## src/rtl/reg_bus_pkg.sv

```systemverilog
// Shared definitions for the register-bus initiator: command opcodes, FSM states
// and counter sizing helpers.
package reg_bus_pkg;

  typedef enum logic [1:0] {
    OP_WR   = 2'b00,
    OP_RD   = 2'b01,
    OP_POLL = 2'b10
  } op_e;

  typedef enum logic [2:0] {
    IDLE,
    SETUP,
    STROBE,
    HOLD,
    EVAL,
    GAP,
    RESP
  } state_e;

  // Number of bits needed to hold the value 'value' (at least one).
  function automatic int bits_for(input int value);
    int w;
    w = 1;
    while ((1 << w) <= value) w++;
    return w;
  endfunction

  // The reserved encoding behaves as a plain read.
  function automatic op_e decode_op(input logic [1:0] raw);
    case (raw)
      2'b00:   return OP_WR;
      2'b10:   return OP_POLL;
      default: return OP_RD;
    endcase
  endfunction

endpackage

```

## src/rtl/reg_bus_master.sv

```systemverilog
// Register-bus initiator: turns write/read/poll commands into CSB/WRB/CA/CD_wr
// cycles, captures read data and returns one response per command.
module reg_bus_master
  import reg_bus_pkg::*;
#(
  parameter int SETUP_CYC  = 1,
  parameter int STROBE_CYC = 1,
  parameter int HOLD_CYC   = 1,
  parameter int POLL_MAX   = 16,
  parameter int POLL_GAP   = 2
) (
  input  logic        Clk,
  input  logic        Reset,
  input  logic        cmd_valid,
  output logic        cmd_ready,
  input  logic [1:0]  cmd_op,
  input  logic [7:0]  cmd_addr,
  input  logic [15:0] cmd_data,
  input  logic [15:0] cmd_mask,
  output logic        rsp_valid,
  input  logic        rsp_ready,
  output logic [15:0] rsp_data,
  output logic        rsp_timeout,
  output logic        CSB,
  output logic        WRB,
  output logic [7:0]  CA,
  output logic [15:0] CD_wr,
  input  logic [15:0] CD_rd,
  output logic        busy
);

  localparam int PH_A   = (SETUP_CYC > STROBE_CYC) ? SETUP_CYC : STROBE_CYC;
  localparam int PH_B   = (HOLD_CYC > POLL_GAP) ? HOLD_CYC : POLL_GAP;
  localparam int PH_MAX = (PH_A > PH_B) ? PH_A : PH_B;
  localparam int PH_W   = bits_for(PH_MAX);
  localparam int PC_W   = bits_for(POLL_MAX);

  localparam logic [PH_W-1:0] SETUP_LD  = PH_W'(SETUP_CYC - 1);
  localparam logic [PH_W-1:0] STROBE_LD = PH_W'(STROBE_CYC - 1);
  localparam logic [PH_W-1:0] HOLD_LD   = PH_W'((HOLD_CYC > 0) ? HOLD_CYC - 1 : 0);
  localparam logic [PH_W-1:0] GAP_LD    = PH_W'((POLL_GAP > 0) ? POLL_GAP - 1 : 0);
  localparam logic [PC_W-1:0] POLL_LIM  = PC_W'(POLL_MAX);

  state_e            state;
  state_e            state_next;
  logic [PH_W-1:0]   phase_cnt;
  logic [PH_W-1:0]   load_val;
  logic [PC_W-1:0]   poll_cnt;
  op_e               op_q;
  logic [15:0]       data_q;
  logic [15:0]       mask_q;
  logic [15:0]       rd_q;
  logic              cmd_fire;
  logic              last_phase;
  logic              poll_match;
  logic              poll_exhausted;
  logic              read_edge;

  assign cmd_ready      = (state == IDLE);
  assign busy           = (state != IDLE);
  assign rsp_valid      = (state == RESP);
  assign cmd_fire       = cmd_valid && cmd_ready;
  assign last_phase     = (phase_cnt == '0);
  assign poll_match     = (((rd_q ^ data_q) & mask_q) == '0);
  assign poll_exhausted = (poll_cnt == POLL_LIM);
  assign read_edge      = (state == STROBE) && last_phase && (op_q != OP_WR);

  always_comb begin
    state_next = state;
    case (state)
      IDLE:   if (cmd_valid) state_next = SETUP;
      SETUP:  if (last_phase) state_next = STROBE;
      STROBE: if (last_phase) state_next = (HOLD_CYC > 0) ? HOLD : EVAL;
      HOLD:   if (last_phase) state_next = EVAL;
      EVAL: begin
        if (op_q != OP_POLL || poll_match || poll_exhausted) state_next = RESP;
        else state_next = (POLL_GAP > 0) ? GAP : SETUP;
      end
      GAP:    if (last_phase) state_next = SETUP;
      RESP:   if (rsp_ready) state_next = IDLE;
      default: state_next = IDLE;
    endcase
  end

  // Every timed phase reloads the shared counter on entry and leaves at zero.
  always_comb begin
    load_val = '0;
    case (state_next)
      SETUP:   load_val = SETUP_LD;
      STROBE:  load_val = STROBE_LD;
      HOLD:    load_val = HOLD_LD;
      GAP:     load_val = GAP_LD;
      default: load_val = '0;
    endcase
  end

  // Control: state, phase/poll counters and the bus strobes, registered from next state.
  always_ff @(posedge Clk or posedge Reset) begin
    if (Reset) begin
      state     <= IDLE;
      phase_cnt <= '0;
      poll_cnt  <= '0;
      CSB       <= 1'b1;
      WRB       <= 1'b1;
    end else begin
      state <= state_next;
      if (state_next != state) phase_cnt <= load_val;
      else if (!last_phase) phase_cnt <= phase_cnt - PH_W'(1);
      if (cmd_fire) poll_cnt <= '0;
      else if (read_edge && !poll_exhausted) poll_cnt <= poll_cnt + PC_W'(1);
      CSB <= (state_next != STROBE);
      WRB <= !((state_next == STROBE) && (op_q == OP_WR));
    end
  end

  // Datapath: command latch, bus address/data, read capture and response.
  always_ff @(posedge Clk or posedge Reset) begin
    if (Reset) begin
      op_q        <= OP_RD;
      data_q      <= '0;
      mask_q      <= '0;
      rd_q        <= '0;
      CA          <= '0;
      CD_wr       <= '0;
      rsp_data    <= '0;
      rsp_timeout <= 1'b0;
    end else begin
      if (cmd_fire) begin
        op_q   <= decode_op(cmd_op);
        data_q <= cmd_data;
        mask_q <= cmd_mask;
        CA     <= cmd_addr;
        CD_wr  <= (decode_op(cmd_op) == OP_WR) ? cmd_data : '0;
      end
      if (read_edge) rd_q <= CD_rd;
      if (state == EVAL) begin
        rsp_data    <= (op_q == OP_WR) ? data_q : rd_q;
        rsp_timeout <= (op_q == OP_POLL) && !poll_match && poll_exhausted;
      end
    end
  end

endmodule

```

## config.mk

```make
export PLATFORM = sky130hd
export DESIGN_NAME = reg_bus_master
export DESIGN_NICKNAME = d
export VERILOG_FILES = /design/src/rtl/reg_bus_pkg.sv /design/src/rtl/reg_bus_master.sv
export SDC_FILE = /design/constraint.sdc
export NUM_CORES = 1
export LEC_CHECK = 0
export CORE_MARGIN = 8
export CORE_UTILIZATION = 40
export DETAILED_ROUTE_END_ITERATION = 7
export PLACE_DENSITY = 0.66
export SETUP_SLACK_MARGIN = 0.2
export SYNTH_ARGS = -nofsm -noshare
export SYNTH_HDL_FRONTEND = slang
export SYNTH_SLANG_ARGS = --single-unit
```

## constraint.sdc

```tcl
create_clock -name Clk -period 3.75 [get_ports Clk]
set_input_delay 0.75 -clock Clk [delete_from_list [all_inputs] [get_ports Clk]]
set_output_delay 0.75 -clock Clk [all_outputs]
set_load 0.005 [all_outputs]
```

**After elaboration in Yosys (flattened, before gate mapping)**

Index checks and enable logic that the tools add are counted.

- Bits in registers: 103
- Input bits: 62
- Output and inout bits: 46
- Word-level logic and storage cells: 70

- Add/subtract/negate cells: 2
- Eq/ne operators: 15
- Multiplexer cells: 17
- Bitwise logic cells: 2
- Reductions and logical operators: 21

Operators with widths:

| operator | number |
|---|---|
| $mux 16 | 2 |
| $pmux 3 s7 | 1 |
| $mux 3 | 6 |
| $and 16x16->16 | 1 |
| $logic_not 16->1 | 1 |
| $xor 16x16->16 | 1 |
| $eq 3x3->1 const B | 4 |
| $mux 5 | 2 |
| $eq 3x2->1 const B | 3 |
| $logic_not 2->1 | 4 |
| $mux 2 | 4 |
| $logic_and 1x1->1 | 7 |
| $add 5x1->5 const B | 1 |
| $eq 5x5->1 const B | 1 |
| $eq 2x2->1 const B | 2 |
| $pmux 2 s2 | 1 |
| $reduce_bool 2->1 | 2 |
| $eq 3x1->1 const B | 1 |
| $logic_not 1->1 | 3 |
| $logic_not 3->1 | 1 |
| $ne 3x2->1 const B | 1 |
| $ne 3x3->1 | 1 |
| $reduce_bool 3->1 | 1 |
| $logic_or 1x1->1 | 2 |
| other kinds (4) | 4 |

**Logic depth before layout (Yosys ltp)**

- Depth in word-level cells: 10
- Gate-level depth with buffers: 9
- Depth with buffers taken out: 7

**Least setup slack after synthesis**

OpenSTA, ideal clock, no wires.

- Path kind: input port to flip-flop
- Start point: input rsp_ready
- End point: register WRB
- Library setup time: 0.094 ns
- Arrival: 1.674 ns
- Required time: 3.656 ns
- Path slack: 1.982 ns
- Stages: 5
- Path buffers: 0
- Cells stage by stage: nor2_1 o21ai_0 nand3_1 o31ai_1 or4b_1

- Longest elaborated chain between the ends: 5

Ends and longest elaborated chain:

| item | line | source |
|---|---|---|
| start, declared | reg_bus_master.sv:21 | `input logic rsp_ready,` |
| $mux 3 | reg_bus_master.sv:80 | `RESP: if (rsp_ready) state_next = IDLE;` |
| $pmux 3 s7 | reg_bus_master.sv:70 | `case (state)` |
| $eq 3x2->1 | reg_bus_master.sv:112 | `WRB <= !((state_next == STROBE) && (op_q == OP_WR));` |
| $logic_and 1x1->1 | reg_bus_master.sv:112 |  |
| $logic_not 1->1 | reg_bus_master.sv:112 |  |
| end signal, assigned | reg_bus_master.sv:112 |  |
| end, declared | reg_bus_master.sv:25 | `output logic WRB,` |

Every way passes these cells.
A chain may end at the register's enable or synchronous reset.

**Final worst setup path**

- Start point: register state[2]
- End point: output cmd_ready

- Longest elaborated chain between the ends: 1

Ends and longest elaborated chain:

| item | line | source |
|---|---|---|
| start, declared | reg_bus_master.sv:44 | `state_e state;` |
| start signal, assigned | reg_bus_master.sv:106 | `state <= state_next;` |
| $logic_not 3->1 | reg_bus_master.sv:59 | `assign cmd_ready = (state == IDLE);` |
| end, declared | reg_bus_master.sv:15 | `output logic cmd_ready,` |

Every way passes these cells.

==> metrics.md <==
| Metric | Value |
|---|---|
| Setup bufs post-CTS | `0` |
| CTS tree | `done` |
| Post-synthesis compound-gate area fraction | `6.14%` |
| Post-route insts no fill | `714` |
| Fin crit period | `2.61 ns` |
| Critical Path Start | `state[2]$_DFF_PP0_` |
| Drc violations | `0` |
| H-Tree Depth | `3` |
| Mapped Cells | `465` |
| CP max stage delay | `0.59 ns` |
| Final hold vios | `0` |
| TritonCTS sink count | `103` |
| Worst r2r src | `state[2]$_DFF_PP0_` |
| Reg2Reg Depth | `4` |
| CP cell instances | `nor3_1 > clkdlybuf4s50_1` |
| GR Overflow Total | `0` |
| Hold EP | `CD_wr[6]$_DFFE_PP0P_` |
| WP depth | `2` |
| Post-synthesis average cell area | `9.73 um2` |
| DRT iter0 DRCs | `183` |
| Power Total | `4990 uW` |
| Final instance area | `6080 um2` |
| Slew @ Worst Pin | `1.11 ns` |
| Via count | `3,477` |
| Pin count of the biggest net entering global routing | `59` |
| Crit-path slowest cell | `clkdlybuf4s50_1` |
| Hold Path Depth | `2` |
| Cell family with most CP delay | `buffers and inverters` |
| Synth Net Count | `530` |
| Placed Cells incl. Taps | `699` |
| Post-DP Area | `5740 um2` |
| Worst hold path class | `register to register` |
| Reg-to-reg slack, setup | `1.59 ns` |
| CP required | `3.00 ns` |
| Post-CTS resize count | `0` |
| Final WL | `11,400 um` |
| Drt pass-1 iters | `4` |
| Total negative slack | `0 ns` |
| Synthesis-to-finish area growth | `34.4%` |
| Routed Antenna Nets | `0` |
| Vias in the first global route | `3,599` |
| RSZ-0062 raised after global routing | `false` |
| Rel. slew slack | `25.8%` |
| CTS root buf | `clkbuf_16` |
| Initial Utilization | `40.3%` |
| Dpl hpwl | `8430 um` |
| Top cells by area, synth | `dfrtp_1 55%, nand2_1 15%, mux2_2 4.0%` |
| Max VDD drop | `0.000353 V` |
| Count of cell types in the netlist | `37` |
| CTS buffer count | `9` |
| Share of the yosys chip area belonging to registers | `57.0%` |
| Mux contribution to synthesized area | `7.52%` |
| Total GRT Usage | `15.6%` |
| Main combinational cell family by area after synthesis | `simple AND/OR/NAND/NOR gates` |
| Layout cells sized above 1 | `9.28%` |
| Clock insertion delay at the later pin of the skew report | `0.34 ns` |
| Period Utilization, post-route | `69.6%` |
| Post-Synth Adder-Cell Area | `0.829%` |
| Antenna fix cells | `0` |
| Crit end category | `output port` |
| Max Cap Violations | `0` |
| Core area | `11,200 um2` |
| Die X | `122 um` |
| Worst-path fanout max | `10` |
| Post-synth top area cell | `dfrtp_1` |
| Commonest non-fill, non-tap cell in the layout | `nand2_1` |
| Crit path kind | `register to output port` |
| Final Util | `54.2%` |
| NumNets Final | `632` |
| Most frequent cells in the layout | `185 x nand2_1, 107 x clkdlybuf4s50_1, 100 x dfrtp_1` |
| Worst Skew | `0.00806 ns` |
| Num rows | `39` |
| Max-slew violations | `0` |
| Vias/cell | `4.87` |
| Clock transition at path regs | `0.07 ns` |
| GP Congestion | `0.850` |
| Synth Area in Simple Gates | `21.4%` |
| Die height | `122 um` |
| Top cell type's share of synthesized area | `55.3%` |
| Cell area power density | `821 nW/um2` |
| Crit start category | `register` |
| I/O pin cnt | `108` |
| Max clock buf depth | `2` |
| Synthesized flop and latch total | `103` |
| First-pass GRT wire length | `18,300 um` |
| Port Buffers | `107` |
| Worst path bufs/invs | `1` |
| Yosys warning count | `0` |
| Crit path DAT | `1.86 ns` |
| Reg2reg end | `mask_q[12]$_DFFE_PP0P_` |
| Leakage Power | `0.00289 uW` |
| Post-DR wirelength/cell | `16.0 um` |
| Fmax | `383 MHz` |
| Final Setup Violations | `0` |
| Die ar. | `15,000 um2` |
| Initial antenna violation count | `0` |
| Status | `finished, final reports clean` |
| Mapped Area | `4530 um2` |
| Hold-fix buffers at CTS | `0` |
| Hold_sp | `CD_wr[6]$_DFFE_PP0P_` |
| Post-Synth XOR/XNOR Area | `4.06%` |
==> sequential cells by signal, indices dropped and copies added (netlist names) <==
register / flops
op_q: 2
rsp_data: 16
WRB: 1
state: 3
CA: 8
rsp_timeout: 1
mask_q: 16
CSB: 1
poll_cnt: 5
phase_cnt: 2
data_q: 16
rd_q: 16
CD_wr: 16
==> final cells by class <==
type	count	area, um2
Sequential cell	103	2580
Clock buffer	10	239
Clock inverter	5	106
Fill cell	1050	5140
Multi-Input combinational cell	331	1820
Tap cell	143	179
Inverter	8	32.5
Timing Repair Buffer	114	1120
==> kinds of logic after synthesis <==
kind of cell | count (synthesis)
AND/OR/NAND/NOR | 235
flip-flops | 103
AO/OA/AOI/OAI | 40
multiplexers | 32
buffers and inverters | 31
XOR/XNOR | 21
adder cells (fa/ha/maj) | 3
==> worst register-to-register path: stages, from the launching register on <==
cell,delay [ns]
dfrtp_1,0.49
nor3_1,0.45
nand2_2,0.72
nand2_1,0.31
nand2_1,0.08
==> synthesized netlist by cell type <==
library cell / count
nor2_1: 10
nand3_1: 20
a22oi_2: 1
o21ai_0: 20
nor2b_1: 1
nand4_1: 4
o311ai_0: 1
nor2_2: 2
dfstp_2: 3
nand3b_1: 1
or4b_1: 1
a22oi_1: 7
nand2b_1: 2
buf_4: 2
mux2_2: 16
inv_2: 1
a221o_1: 1
buf_2: 11
mux2i_1: 16
clkbuf_1: 10
a21oi_1: 4
nor3_1: 1
o21ai_2: 1
o31ai_1: 2
a221oi_4: 1
dfrtp_1: 100
a31o_2: 1
or3_1: 1
o221ai_2: 1
inv_1: 7
nand2_1: 186
xor2_1: 19
ha_1: 3
and2_1: 3
nor4_2: 1
xnor2_1: 2
and2b_1: 2
==> power by group <==
group / switching [uW] / total [uW] / internal, uW
clock: 386 / 1050 / 668
combinational: 950 / 1940 / 992
sequential: 389 / 1990 / 1610
total: 1730 / 4990 / 3260
==> routing by layer <==
layer	global-route usage [%]	up-vias	part of all wire, %
met1	20.4	1664	46
met2	24.5	87	46
li1	-	1711	-
met3	3.82	15	6.4
met5	0	-	0
met4	6.63	0	1.8
==> how the worst max path moves through the flow <==
stage	endpoint
after floorplan	CA[0]$_DFFE_PP0P_
final	cmd_ready
after global routing	cmd_ready
after detailed placement	mask_q[10]$_DFFE_PP0P_
after CTS	cmd_ready
after global placement	data_q[1]$_DFFE_PP0P_
==> through the flow <==
step	setup slack, ns	hold WS [ns]
finish	1.14	0.473
global route	1.01	0.488
CTS	1.12	0.479
detailed placement	1.23	0.462
global placement	1.30	0.451
floorplan	0.301	0.446
(Power assumes the default switching activity.)
